`src/rtl/fetch_stage.sv`:
```
`default_nettype none
// ============================================================================
// Module      : fetch_stage
// Description : Instruction fetch with a one-entry skid buffer and IF/ID register.
// Revision    : 1.0
// ============================================================================
module fetch_stage #(
    parameter logic [31:0] RESET_PC = 32'h0000_0000
) (
    input  logic        clk,
    input  logic        rst_n,
    output logic [31:0] imem_addr,
    output logic        imem_req,
    input  logic [31:0] imem_rdata,
    input  logic        imem_valid,
    input  logic        stall,
    input  logic        flush,
    input  logic        branch_taken,
    input  logic [31:0] branch_target,
    input  logic        jump,
    input  logic [31:0] jump_target,
    output logic [31:0] instr_d,
    output logic [31:0] pcplus4_d,
    output logic        valid_d,
    output logic [5:0]  opcode_d
);

    typedef enum logic [0:0] {
        S_FETCH = 1'b0,
        S_HOLD  = 1'b1
    } state_t;

    localparam logic [31:0] c_reset_pc = RESET_PC & 32'hFFFF_FFFC;

    state_t      r_state;
    state_t      w_state_next;
    logic [31:0] r_pc;
    logic [31:0] w_pc_next;
    logic [31:0] r_skid_instr;
    logic [31:0] r_skid_pcplus4;
    logic [31:0] r_instr_d;
    logic [31:0] r_pcplus4_d;
    logic        r_valid_d;

    logic        w_redirect;
    logic [31:0] w_target;
    logic [31:0] w_pcplus4;
    logic        w_deliver;
    logic [31:0] w_deliver_instr;
    logic [31:0] w_deliver_pcplus4;
    logic        w_skid_load;

    assign w_redirect = jump | branch_taken;
    assign w_target   = (jump ? jump_target : branch_target) & 32'hFFFF_FFFC;
    assign w_pcplus4  = r_pc + 32'd4;

    // A redirect always wins: whatever arrives or is buffered belongs to the wrong path.
    always_comb begin
        w_state_next      = r_state;
        w_pc_next         = r_pc;
        w_deliver         = 1'b0;
        w_deliver_instr   = r_skid_instr;
        w_deliver_pcplus4 = r_skid_pcplus4;
        w_skid_load       = 1'b0;
        case (r_state)
            S_FETCH: begin
                if (w_redirect) begin
                    w_pc_next = w_target;
                end else if (imem_valid) begin
                    if (!stall) begin
                        w_deliver         = 1'b1;
                        w_deliver_instr   = imem_rdata;
                        w_deliver_pcplus4 = w_pcplus4;
                        w_pc_next         = w_pcplus4;
                    end else begin
                        w_skid_load  = 1'b1;
                        w_state_next = S_HOLD;
                    end
                end
            end
            S_HOLD: begin
                if (w_redirect) begin
                    w_pc_next    = w_target;
                    w_state_next = S_FETCH;
                end else if (!stall) begin
                    w_deliver    = 1'b1;
                    w_pc_next    = w_pcplus4;
                    w_state_next = S_FETCH;
                end
            end
            default: w_state_next = S_FETCH;
        endcase
    end

    always_ff @(posedge clk or negedge rst_n) begin
        if (!rst_n) begin
            r_state <= S_FETCH;
            r_pc    <= c_reset_pc;
        end else begin
            r_state <= w_state_next;
            r_pc    <= w_pc_next;
        end
    end

    always_ff @(posedge clk or negedge rst_n) begin
        if (!rst_n) begin
            r_skid_instr   <= 32'd0;
            r_skid_pcplus4 <= 32'd0;
        end else if (w_skid_load) begin
            r_skid_instr   <= imem_rdata;
            r_skid_pcplus4 <= w_pcplus4;
        end
    end

    // Flush beats stall beats load; an unfilled slot becomes a bubble.
    always_ff @(posedge clk or negedge rst_n) begin
        if (!rst_n) begin
            r_instr_d   <= 32'd0;
            r_pcplus4_d <= 32'd0;
            r_valid_d   <= 1'b0;
        end else if (flush) begin
            r_instr_d   <= 32'd0;
            r_pcplus4_d <= 32'd0;
            r_valid_d   <= 1'b0;
        end else if (!stall) begin
            if (w_deliver) begin
                r_instr_d   <= w_deliver_instr;
                r_pcplus4_d <= w_deliver_pcplus4;
                r_valid_d   <= 1'b1;
            end else begin
                r_instr_d   <= 32'd0;
                r_pcplus4_d <= 32'd0;
                r_valid_d   <= 1'b0;
            end
        end
    end

    assign imem_addr = r_pc;
    assign imem_req  = rst_n & (r_state == S_FETCH);
    assign instr_d   = r_instr_d;
    assign pcplus4_d = r_pcplus4_d;
    assign valid_d   = r_valid_d;
    assign opcode_d  = r_instr_d[31:26];

endmodule
`default_nettype wire

```
`config.mk`:
```
export PLATFORM = sky130hd
export DESIGN_NAME = fetch_stage
export DESIGN_NICKNAME = d
export VERILOG_FILES = /design/src/rtl/fetch_stage.sv
export SDC_FILE = /design/constraint.sdc
export NUM_CORES = 1
export LEC_CHECK = 0
export ABC_CLOCK_PERIOD_IN_PS = 6000
export CAP_MARGIN = 30
export CELL_PAD_IN_SITES_DETAIL_PLACEMENT = 1
export CELL_PAD_IN_SITES_GLOBAL_PLACEMENT = 1
export CORE_UTILIZATION = 40
export CTS_CLUSTER_DIAMETER = 120
export DETAILED_ROUTE_END_ITERATION = 10
export PLACE_DENSITY = 0.95
export SYNTH_ARGS = -nofsm -noshare
export SYNTH_HDL_FRONTEND = slang
export SYNTH_SLANG_ARGS = --single-unit
```
`constraint.sdc`:
```
create_clock -name clk -period 6 [get_ports clk]
set_clock_uncertainty 0.05 [all_clocks]
set_input_delay 1.2 -clock clk [delete_from_list [all_inputs] [get_ports clk]]
set_output_delay 1.2 -clock clk [all_outputs]
set_load 0.005 [all_outputs]
```
==> qor.yml, run 1 <==
status: "completed"
drv_slew: 0
wl_met3_mm: 1.269
reg2regPathDepth: 7
ys_warn_count: 0
finalPower_mw: 2.755
cp_cell_sequence: "clkdlybuf4s50_1 > or2_2 > nor3b_2 > buf_4 > nand2_1 > o21ai_0"
synth_seq_area_share_pct: 51.43
worstReg2RegEnd: "pcplus4_d[30]$_DFFE_PN0P_"
clkSinkCount: 156
first_global_vias: 6750
antenna_found_initial: 0
synth-seq-cells: 156
drv_cap: 0
initial_utilization_pct: 40.72
first_pass_iters: 8
final_hold_viol_count: 0
cts_setup_buffers: 0
cp-end-kind: "flop"
antenna_left: 0
rrSetupSlack_ns: 3.36
numCtsBuffers: 17
crit_arrival_ns: 4.41
dr_wl_met2_mm: 11.31
syn2layout_area_growth_pct: 35.27
rows: 50
grt_overflow: 0
crit_family: "simple AND/OR/NAND/NOR gates"
slowest_stage: "clkdlybuf4s50_1"
worstMarginPinSlew_ns: 0.9895
async_flop_share_pct: 100.0
critical_path.startpoint: "branch_taken"
period_needed_ns: 4.156
synth_area_mm2: 0.007591
synth_ff_type: "dfrtp_1"
slew_headroom_pct: 33.83
instances_no_fill: 1156
routed_wl_mm: 22.77
post_cts_resized: 0
grt_pass1_wl_mm: 36.87
nets: 1013
slowest_delay_ns: 0.69
antennaDiodeCount: 0
clock_latency_ns: 0.42
synth_top_area_cell: "dfrtp_1"
route.detailed.drc: 0
cts_buffer_depth: 2
combPwrFrac_pct: 15.9
grtUsageTotal_pct: 24.14
cp_data_required_time_ns: 6.26
die-area_mm2: 0.01953
dp_cells: 1123
cts_root_buffer: "clkbuf_16"
path_max_fanout: 51
drive_gt1_share_pct: 10.41
swShare_pct: 26.02
setup-violations-final: 0
cts_tree: "built"
intPower_mw: 2.038
core-area_mm2: 0.01864
p_clk_share_pct: 38.3
io_buffers: 198
gp_congestion: 0.8250
die_y_um: 139.8
vias_per_cell: 5.550
rsz0062_at_grt: "false"
worstHoldPathType: "flop to flop"
r2r-start: "imem_addr[2]$_DFFE_PN0P_"
cts_hold_buf: 0
syn_inst: 741
place_hpwl_mm: 15.94
p_leak_nw: 4.193
vdd_drop_max_uv: 174.2
layout_commonest_cell: "clkdlybuf4s50_1"
htreeDepth: 4
io_pins: 207
drtIter0Drc: 301
die_width_um: 139.8
final_cell_mix: "clkdlybuf4s50_1, dfrtp_1, o21ai_0, nand2_1, a21oi_1"
fmax_ghz: 0.2406
post-route-period-util_pct: 69.26
cp-start-kind: "input port"
avgSynthCellArea_um2: 10.24
vias: 6416
clkTransAtPathRegs_ns: 0.05
drt-met1-wl_mm: 9.586
synth_edf_count: 0
powerDensity_mw_per_mm2: 268.3
ys_top_cells_by_area: "dfrtp_1, o21ai_0, mux2_2, nand2_1, mux2i_1"
endpoint: "pcplus4_d[21]$_DFFE_PN0P_"
crit_cells: 6
fin_tns_setup_ns: 0
grt_max_degree: 92
wl_per_cell_um: 19.70
p_seq_share_pct: 45.8
critical_path_class: "input port to flop"
synthDistinctLibCells: 55
crit_buf_inv: 2
synth.top_cell.area_share_pct: 51.43
top_layer: "met4"
p_sw_uw: 716.8
==> layout make-up <==
cell class,instances,area (µm²)
Inverter,9,33.78
Multi-Input combinational cell,518,3367
Clock inverter,10,116.4
Timing Repair Buffer,207,2091
Clock buffer,22,464.2
Sequential cell,156,3904
Fill cell,2028,8374
Tap cell,234,292.8
==> cells in the mapped netlist, types with 7 or more instances <==
| master | n |
|---|---|
| dfrtp_1 | 156 |
| o21ai_0 | 108 |
| nand2_1 | 99 |
| a21oi_1 | 38 |
| clkbuf_1 | 38 |
| mux2_2 | 33 |
| mux2i_1 | 33 |
| nor2_1 | 24 |
| xnor2_1 | 21 |
| a2bb2oi_1 | 14 |
| nand3_1 | 14 |
| buf_4 | 13 |
| xor2_1 | 13 |
| a22o_1 | 10 |
| a22oi_1 | 10 |
| a32oi_1 | 10 |
| inv_1 | 9 |
| a31oi_1 | 8 |
| a21o_1 | 7 |
| nor3_1 | 7 |
==> metal layers <==
layer,track usage [%],vias to the layer above
met4,8.560,0
met2,40.24,231
met5,0,-
li1,-,2968
met3,5.437,39
met1,30.76,3178
==> tightest hold or removal path: stages, from the launching register on <==
cell and delay, ns:
dfrtp_1 0.33, nand2_1 0.04, o21ai_0 0.06
==> power groups by stage <==
stage	Combinational, mW	Sequential (mW)	Clock (mW)
floorplan	0.230	1.25	0
global placement	0.412	1.26	0
detailed placement	0.437	1.28	0
CTS	0.443	1.26	1.08
global route	0.484	1.28	1.12
finish	0.439	1.26	1.06
==> kinds of logic (layout without fill, tap and decap cells) <==
kind of cell             after synthesis  count (layout)  share of synthesized area, %
flip-flops                           156             156                         51.43
buffers and inverters                 70             248                         4.664
AO/OA/AOI/OAI                        224             224                         17.80
other                                  1               4                       0.04940
AND/OR/NAND/NOR                      189             189                         12.72
XOR/XNOR                              34              34                         3.923
adder cells (fa/ha/maj)                1               1                        0.1648
multiplexers                          66              66                         9.247
==> worst min path at each step <==
stage	depth (start not counted)	end	from
2_1_floorplan	2	r_skid_pcplus4[22]$_DFFE_PN0P_	r_skid_pcplus4[22]$_DFFE_PN0P_
5_1_grt	1	pcplus4_d[30]$_DFFE_PN0P_	pcplus4_d[30]$_DFFE_PN0P_
6_report	2	r_skid_pcplus4[24]$_DFFE_PN0P_	r_skid_pcplus4[24]$_DFFE_PN0P_
3_3_place_gp	2	r_skid_pcplus4[28]$_DFFE_PN0P_	r_skid_pcplus4[28]$_DFFE_PN0P_
3_5_place_dp	2	r_skid_pcplus4[24]$_DFFE_PN0P_	r_skid_pcplus4[24]$_DFFE_PN0P_
4_1_cts	2	r_skid_pcplus4[24]$_DFFE_PN0P_	r_skid_pcplus4[24]$_DFFE_PN0P_
==> through the flow <==
| step | hold WS, ns | setup WS [ns] | instance area, µm² | utilization [%] |
|---|---|---|---|---|
| 2_1_floorplan | 0.3919 | 3.272 | 7602 | - |
| 3_3_place_gp | 0.4040 | 1.570 | 9625 | 51.63 |
| 5_1_grt | 0.4466 | 1.608 | 10270 | 55.08 |
| 3_5_place_dp | 0.4154 | 1.382 | 9661 | 51.82 |
| 6_report | 0.4238 | 1.844 | 10270 | 55.08 |
| 4_1_cts | 0.4279 | 1.849 | 10240 | 54.93 |
==> registers in the layout, summed over array words and instances (netlist names) <==
signal	count
imem_addr	30
r_state	1
r_skid_instr	32
instr_d	32
pcplus4_d	30
valid_d	1
r_skid_pcplus4	30
No activity file was read; power rests on OpenSTA's default activity.
==> inputs of run 2 (changes only) <==
==> config.mk (replaced) <==
export PLATFORM = sky130hd
export DESIGN_NAME = fetch_stage
export DESIGN_NICKNAME = d
export VERILOG_FILES = /design/src/rtl/fetch_stage.sv
export SDC_FILE = /design/constraint.sdc
export NUM_CORES = 1
export LEC_CHECK = 0
export ABC_CLOCK_PERIOD_IN_PS = 4300
export CAP_MARGIN = 30
export CELL_PAD_IN_SITES_DETAIL_PLACEMENT = 1
export CELL_PAD_IN_SITES_GLOBAL_PLACEMENT = 1
export CORE_UTILIZATION = 37
export CTS_CLUSTER_DIAMETER = 120
export DETAILED_ROUTE_END_ITERATION = 10
export PLACE_DENSITY = 0.9
export SYNTH_ARGS = -nofsm -noshare
export SYNTH_HDL_FRONTEND = slang
export SYNTH_SLANG_ARGS = --single-unit
==> constraint.sdc (replaced) <==
create_clock -name clk -period 4.3 [get_ports clk]
set_clock_uncertainty 0.05 [all_clocks]
set_input_delay 0.86 -clock clk [delete_from_list [all_inputs] [get_ports clk]]
set_output_delay 0.86 -clock clk [all_outputs]
set_load 0.005 [all_outputs]
==> run 2 against run 1 <==
Register-to-register slack worse by 1.7 ns. Sequential share of layout area down 0.36 points. Die area up 8.0%. Core utilization down 3.7 points. Combinational power up 38%. First-iteration DRC count down 6.0%. Power up 46%. Setup slack worse by 0.86 ns. Clock power up 57%. Final cell count up 3.3%. Count of clock-buffer cells in the layout down 3. Design area up 0.96%. Critical path type unchanged. Critical endpoint is now pcplus4_d[23]$_DFFE_PN0P_. Largest power group unchanged.
==> qor.yml, run 2 (same netlist as run 1, synthesis figures left out) <==
status: "completed"  # unchanged
clkSinkCount: 156  # unchanged
antennaDiodeCount: 0  # unchanged
routed_wl_mm: 23.07  # was 22.77 mm
syn2layout_area_growth_pct: 36.57  # was 35.27%
wl_per_cell_um: 19.32  # was 19.70 µm
setup-violations-final: 0  # unchanged
fmax_ghz: 0.3017
seq_area_mm2: 0.003904  # unchanged
worstMarginPinSlew_ns: 1.017  # was 0.9895 ns
intPower_mw: 2.995  # was 2.038 mW
fillers: 2207  # was 2028
rows: 52  # was 50
crit_family: "buffers and inverters"  # was simple AND/OR/NAND/NOR gates
cts_hold_buf: 0  # unchanged
period_needed_ns: 3.314
antenna_left: 0  # unchanged
combPwrFrac_pct: 15.1  # was 15.9%
design_area_mm2: 0.01037  # was 0.01027 mm²
slowest_stage: "buf_4"  # was clkdlybuf4s50_1
grt_max_degree: 92  # unchanged
clock_latency_ns: 0.42  # about the same
cts_tree: "built"  # unchanged
slew_headroom_pct: 32.02  # was 33.83%
p_seq_share_pct: 43.7  # was 45.8%
dp_cells: 1161  # was 1123
p_clk_share_pct: 41.2  # was 38.3%
numCtsBuffers: 17  # unchanged
cp_common_cell: "buf_4"
busiest_layer: "met2"  # unchanged
io_pins: 207  # unchanged
core-area_mm2: 0.02017  # was 0.01864 mm²
swShare_pct: 25.53  # was 26.02%
met2_usage_pct: 37.57  # was 40.24%
use_met1_pct: 28.56  # was 30.76%
final_hold_viol_count: 0  # unchanged
multi_input_comb_area_mm2: 0.003367  # unchanged
fin_tns_setup_ns: 0  # unchanged
fin_util_pct: 51.40  # was 55.08%
setup_slack_ns: 0.9860  # was 1.844 ns
nets: 1015  # was 1013
vias_per_cell: 5.442  # was 5.550
instances_no_fill: 1194  # was 1156
cts_setup_buffers: 0  # unchanged
initial_utilization_pct: 37.64  # was 40.72%
route.detailed.drc: 0  # unchanged
vdd_drop_max_uv: 254.3  # was 174.2 µV
gp_congestion: 0.8283  # was 0.8250
critical_path_class: "input port to flop"  # unchanged
die-area_mm2: 0.02109  # was 0.01953 mm²
post_cts_resized: 0  # unchanged
drive_gt1_share_pct: 10.71  # was 10.41%
rsz0062_at_grt: "false"  # unchanged
grtUsageTotal_pct: 22.57  # was 24.14%
cts_root_buffer: "clkbuf_16"  # unchanged
post-route-period-util_pct: 77.07
final_cell_mix: "clkdlybuf4s50_1, dfrtp_1, o21ai_0, nand2_1, a21oi_1"  # unchanged
p_sw_mw: 1.027  # was 716.8 µW
cp_data_required_time_ns: 4.57  # was 6.26 ns
layout_commonest_cell: "clkdlybuf4s50_1"  # unchanged
cp-start-kind: "input port"  # unchanged
first_pass_iters: 5  # was 8
die_width_um: 145.2  # was 139.8 µm
io_buffers: 198  # unchanged
die_y_um: 145.2  # was 139.8 µm
dpl_worst_slack_ns: 0.5726  # was 1.382 ns
first_global_vias: 6912  # was 6750
p_leak_nw: 4.233  # was 4.193 nW
cts_buffer_depth: 2  # unchanged
powerDensity_mw_per_mm2: 388.0  # was 268.3 mW/mm²
antenna_found_initial: 0  # unchanged
drtIter0Drc: 283  # was 301
path_max_fanout: 51  # unchanged
place_hpwl_mm: 15.93  # was 15.94 mm
slowest_delay_ns: 0.66  # was 0.69 ns
cp-end-kind: "flop"  # unchanged
cp_cell_sequence: "clkdlybuf4s50_1 > buf_4 > or2_2 > nor3b_2 > buf_4 > nand2_1 > o21ai_0"  # was clkdlybuf4s50_1 > or2_2 > nor3b_2 > buf_4 > nand2_1 > o21ai_0
gr-usage-met3_pct: 5.189  # was 5.437%
grt_overflow: 0  # unchanged
crit_arrival_ns: 3.58  # was 4.41 ns
clkTransAtPathRegs_ns: 0.07  # was 0.05 ns
drv_cap: 0  # unchanged
vias: 6498  # was 6416
dpl_cell_area_mm2: 0.009701  # was 0.009661 mm²
drv_slew: 0  # unchanged
worstHoldPathType: "input port to async pin"  # was flop to flop
grt_pass1_wl_mm: 37.49  # was 36.87 mm
htreeDepth: 4  # unchanged
crit_buf_inv: 3  # was 2
-- run 2: cell types whose count changed in the layout (fill, tap and decap cells not counted) --
cell	change
buf_4	+4
inv_6	+3
buf_8	-1
clkinvlp_4	-3
clkbuf_8	-2
buf_16	-1
clkinv_2	-1
bufinv_16	+3
clkinv_4	+1
clkbuf_1	-1
-- run 2: through the flow --
step           hold slack, ns  power, mW
2_1_floorplan          0.3919      2.065
3_3_place_gp           0.4045      2.343
3_5_place_dp           0.4168      2.389
4_1_cts                0.3354      4.056
5_1_grt                0.3485      4.192
6_report               0.3355      4.022
-- run 2: layout make-up --
| cell class | instances | area share [%] |
|---|---|---|
| Sequential cell | 156 | 37.65 |
| Multi-Input combinational cell | 518 | 32.48 |
| Timing Repair Buffer | 209 | 20.05 |
| Clock buffer | 19 | 4.176 |
| Tap cell | 270 | 3.259 |
| Clock inverter | 13 | 2.064 |
| Inverter | 9 | 0.3259 |
-- run 2: worst reg2reg max path: cells and delay by family, from the launching register on --
family / cells / cell delay [ns]
adders and majority gates: 1 / 0.33
AOI/OAI and AO/OA: 2 / 0.29
xor gates and xnor gates: 1 / 0.26
and+or+nand+nor: 3 / 1.06
DFF: 1 / 0.51
-- run 2: worst paths after layout --
kind,startpoint,end,slack (ns),cells after the start
worst max-delay path,branch_taken,pcplus4_d[23]$_DFFE_PN0P_,0.99,7
worst min-delay path,rst_n,instr_d[26]$_DFFE_PN0P_,0.34,1
worst max register to register,imem_addr[2]$_DFFE_PN0P_,pcplus4_d[30]$_DFFE_PN0P_,1.68,7
worst min register to register,pcplus4_d[25]$_DFFE_PN0P_,pcplus4_d[25]$_DFFE_PN0P_,0.42,1
max in group asynchronous,rst_n,imem_addr[21]$_DFFE_PN0P_,2.74,2
min in group clk,pcplus4_d[25]$_DFFE_PN0P_,pcplus4_d[25]$_DFFE_PN0P_,0.42,1
-- run 2: power groups by stage --
stage	Clock, mW	Combinational [mW]	Sequential [mW]
global placement	0	0.579	1.76
CTS	1.68	0.615	1.76
global route	1.74	0.673	1.78
finish	1.66	0.608	1.76
floorplan	0	0.321	1.74
detailed placement	0	0.607	1.78
-- run 2: metal layers --
metal / up-vias / routed length (µm)
li1: 2976 / -
met1: 3251 / 10010
met2: 236 / 11200
met3: 35 / 1289
met4: 0 / 567
met5: - / 0
==> inputs of run 3 (changes only) <==
==> config.mk (replaced) <==
export PLATFORM = sky130hd
export DESIGN_NAME = fetch_stage
export DESIGN_NICKNAME = d
export VERILOG_FILES = /design/src/rtl/fetch_stage.sv
export SDC_FILE = /design/constraint.sdc
export NUM_CORES = 1
export LEC_CHECK = 0
export ABC_CLOCK_PERIOD_IN_PS = 2650
export CAP_MARGIN = 30
export CELL_PAD_IN_SITES_DETAIL_PLACEMENT = 1
export CELL_PAD_IN_SITES_GLOBAL_PLACEMENT = 1
export CORE_UTILIZATION = 33
export CTS_CLUSTER_DIAMETER = 120
export DETAILED_ROUTE_END_ITERATION = 10
export PLACE_DENSITY = 0.86
export SYNTH_ARGS = -nofsm -noshare
export SYNTH_HDL_FRONTEND = slang
export SYNTH_SLANG_ARGS = --single-unit
==> constraint.sdc (replaced) <==
create_clock -name clk -period 2.65 [get_ports clk]
set_clock_uncertainty 0.05 [all_clocks]
set_input_delay 0.53 -clock clk [delete_from_list [all_inputs] [get_ports clk]]
set_output_delay 0.53 -clock clk [all_outputs]
set_load 0.005 [all_outputs]
==> run 3 against run 2 <==
Sequential share of layout area fell by 0.82 points. Clock power rose by 52%. Critical endpoint is now pcplus4_d[31]$_DFFE_PN0P_. Flip-flop and latch count did not move.
==> qor.yml, run 3 (same netlist as run 1, synthesis figures left out) <==
io_pins: 207  # unchanged
post-route-period-util_pct: 91.25
wl_met3_mm: 1.216  # was 1.289 mm
wl_per_cell_um: 18.73  # was 19.32 µm
worstReg2RegEnd: "pcplus4_d[31]$_DFFE_PN0P_"  # was pcplus4_d[30]$_DFFE_PN0P_
grt_pass1_wl_mm: 37.36  # was 37.49 mm
first_global_vias: 6805  # was 6912
worstHoldPathType: "input port to async pin"  # unchanged
design_area_mm2: 0.01060  # was 0.01037 mm²
cp-start-kind: "flop"  # was input port
powerDensity_mw_per_mm2: 603.8  # was 388.0 mW/mm²
path_max_fanout: 7  # was 51
cts_buffer_depth: 2  # unchanged
cp-end-kind: "flop"  # unchanged
period_needed_ns: 2.418
routed_wl_mm: 22.96  # was 23.07 mm
status: "completed"  # unchanged
clkSinkCount: 156  # unchanged
cts_tree: "built"  # unchanged
grt_max_degree: 157  # was 92
p_seq_share_pct: 44.5  # was 43.7%
rsz0062_at_grt: "false"  # unchanged
grt_overflow: 0  # unchanged
top_layer: "met4"  # unchanged
antenna_left: 0  # unchanged
worstMarginPinSlew_ns: 0.9550  # was 1.017 ns
die_width_um: 153.7  # was 145.2 µm
numCtsBuffers: 17  # unchanged
fin_tns_setup_ns: 0  # unchanged
cts_setup_buffers: 0  # unchanged
place_hpwl_mm: 16.13  # was 15.93 mm
vias_per_cell: 5.232  # was 5.442
die-area_mm2: 0.02361  # was 0.02109 mm²
intPower_mw: 4.669  # was 2.995 mW
io_buffers: 198  # unchanged
route.detailed.drc: 0  # unchanged
setup-violations-final: 0  # unchanged
first_pass_iters: 4  # was 5
post_cts_resized: 0  # unchanged
initial_utilization_pct: 33.63  # was 37.64%
grtUsageTotal_pct: 20.08  # was 22.57%
cts_hold_buf: 0  # unchanged
reg2regPathDepth: 6  # was 7
p_clk_share_pct: 39.6  # was 41.2%
dr_wl_met2_mm: 10.94  # was 11.20 mm
antennaDiodeCount: 0  # unchanged
rrSetupSlack_ns: 0.23  # was 1.68 ns
final_cell_mix: "clkdlybuf4s50_1, dfrtp_1, o21ai_0, nand2_1, a21oi_1"  # unchanged
dpl_cell_area_mm2: 0.009990  # was 0.009701 mm²
combPwrFrac_pct: 16.0  # was 15.1%
vias: 6415  # was 6498
final_hold_viol_count: 0  # unchanged
syn2layout_area_growth_pct: 39.62  # was 36.57%
drive_gt1_share_pct: 12.43  # was 10.71%
drt-met1-wl_mm: 10.33  # was 10.01 mm
antenna_found_initial: 0  # unchanged
layout_commonest_cell: "clkdlybuf4s50_1"  # unchanged
clock_latency_ns: 0.43  # was 0.42 ns
p_leak_nw: 4.333  # was 4.233 nW
drv_cap: 0  # unchanged
drtIter0Drc: 313  # was 283
finalPower_mw: 6.400  # was 4.022 mW
core-area_mm2: 0.02257  # was 0.02017 mm²
drv_slew: 0  # unchanged
swShare_pct: 27.05  # was 25.53%
htreeDepth: 4  # unchanged
crit_arrival_ns: 2.66  # was 3.58 ns
r2r-start: "imem_addr[8]$_DFFE_PN0P_"  # was imem_addr[2]$_DFFE_PN0P_
clkTransAtPathRegs_ns: 0.07  # about the same
cp_data_required_time_ns: 2.89  # was 4.57 ns
fillers: 2481  # was 2207
cts_root_buffer: "clkbuf_16"  # unchanged
nets: 1032  # was 1015
vdd_drop_max_uv: 288.5  # was 254.3 µV
fmax_ghz: 0.4136
slew_headroom_pct: 36.33  # was 32.02%
hold-worst-slack_ns: 0.1265  # was 0.3355 ns
critical_path_class: "flop to flop"  # was input port to flop
die_y_um: 153.7  # was 145.2 µm
p_sw_mw: 1.731  # was 1.027 mW
rows: 55  # was 52
gp_congestion: 0.8308  # was 0.8283
run 3: stage by stage:
stage          std cells  utilization (%)  setup slack, ns
2_1_floorplan        744                -           0.3938
3_3_place_gp        1194            44.26         -0.04666
3_5_place_dp        1194            44.26         -0.09491
6_report            1226            46.96           0.2320
4_1_cts             1226            46.96           0.2061
5_1_grt             1226            46.96          0.03156
run 3: worst max-delay path by stage:
stage / from / endpoint / slack, ns / cells after the start
3_3_place_gp: branch_taken / pcplus4_d[18]$_DFFE_PN0P_ / -0.05 / 6
6_report: imem_addr[8]$_DFFE_PN0P_ / pcplus4_d[31]$_DFFE_PN0P_ / 0.23 / 6
2_1_floorplan: imem_addr[2]$_DFFE_PN0P_ / pcplus4_d[30]$_DFFE_PN0P_ / 0.39 / 7
4_1_cts: imem_addr[8]$_DFFE_PN0P_ / pcplus4_d[31]$_DFFE_PN0P_ / 0.21 / 6
3_5_place_dp: branch_taken / pcplus4_d[18]$_DFFE_PN0P_ / -0.09 / 6
5_1_grt: imem_addr[8]$_DFFE_PN0P_ / pcplus4_d[31]$_DFFE_PN0P_ / 0.03 / 6
run 3: area by class of cell:
| cell class | instances | area [µm²] | share of cell area (%) |
|---|---|---|---|
| timing repair buffer | 226 | 2331 | 21.99 |
| clock buffer | 19 | 452.9 | 4.273 |
| inverter | 9 | 33.78 | 0.3187 |
| multi-input combinational | 518 | 3364 | 31.74 |
| sequential | 156 | 3904 | 36.83 |
| clock inverter | 13 | 156.4 | 1.476 |
| tap | 285 | 356.6 | 3.364 |
run 3: worst max-delay path, cell delays in order, from the launching register on:
cell     delay [ns]
dfrtp_1        0.46
nand4_1        0.30
or3_1          0.50
nor4_4         0.47
nand3_2        0.16
xor2_1         0.22
o22ai_1        0.11
run 3: power groups by stage:
stage | Clock [mW] | Combinational [mW] | Sequential (mW)
floorplan | 0 | 0.521 | 2.83
global placement | 0 | 0.985 | 2.86
detailed placement | 0 | 1.03 | 2.88
CTS | 2.58 | 1.04 | 2.84
global route | 2.68 | 1.13 | 2.88
finish | 2.53 | 1.02 | 2.84
run 3: routing by layer:
| layer | track usage [%] | vias to the layer above |
|---|---|---|
| met4 | 7.857 | 0 |
| met1 | 26.08 | 3188 |
| li1 | - | 3015 |
| met2 | 32.62 | 188 |
| met5 | 0 | - |
| met3 | 4.340 | 24 |
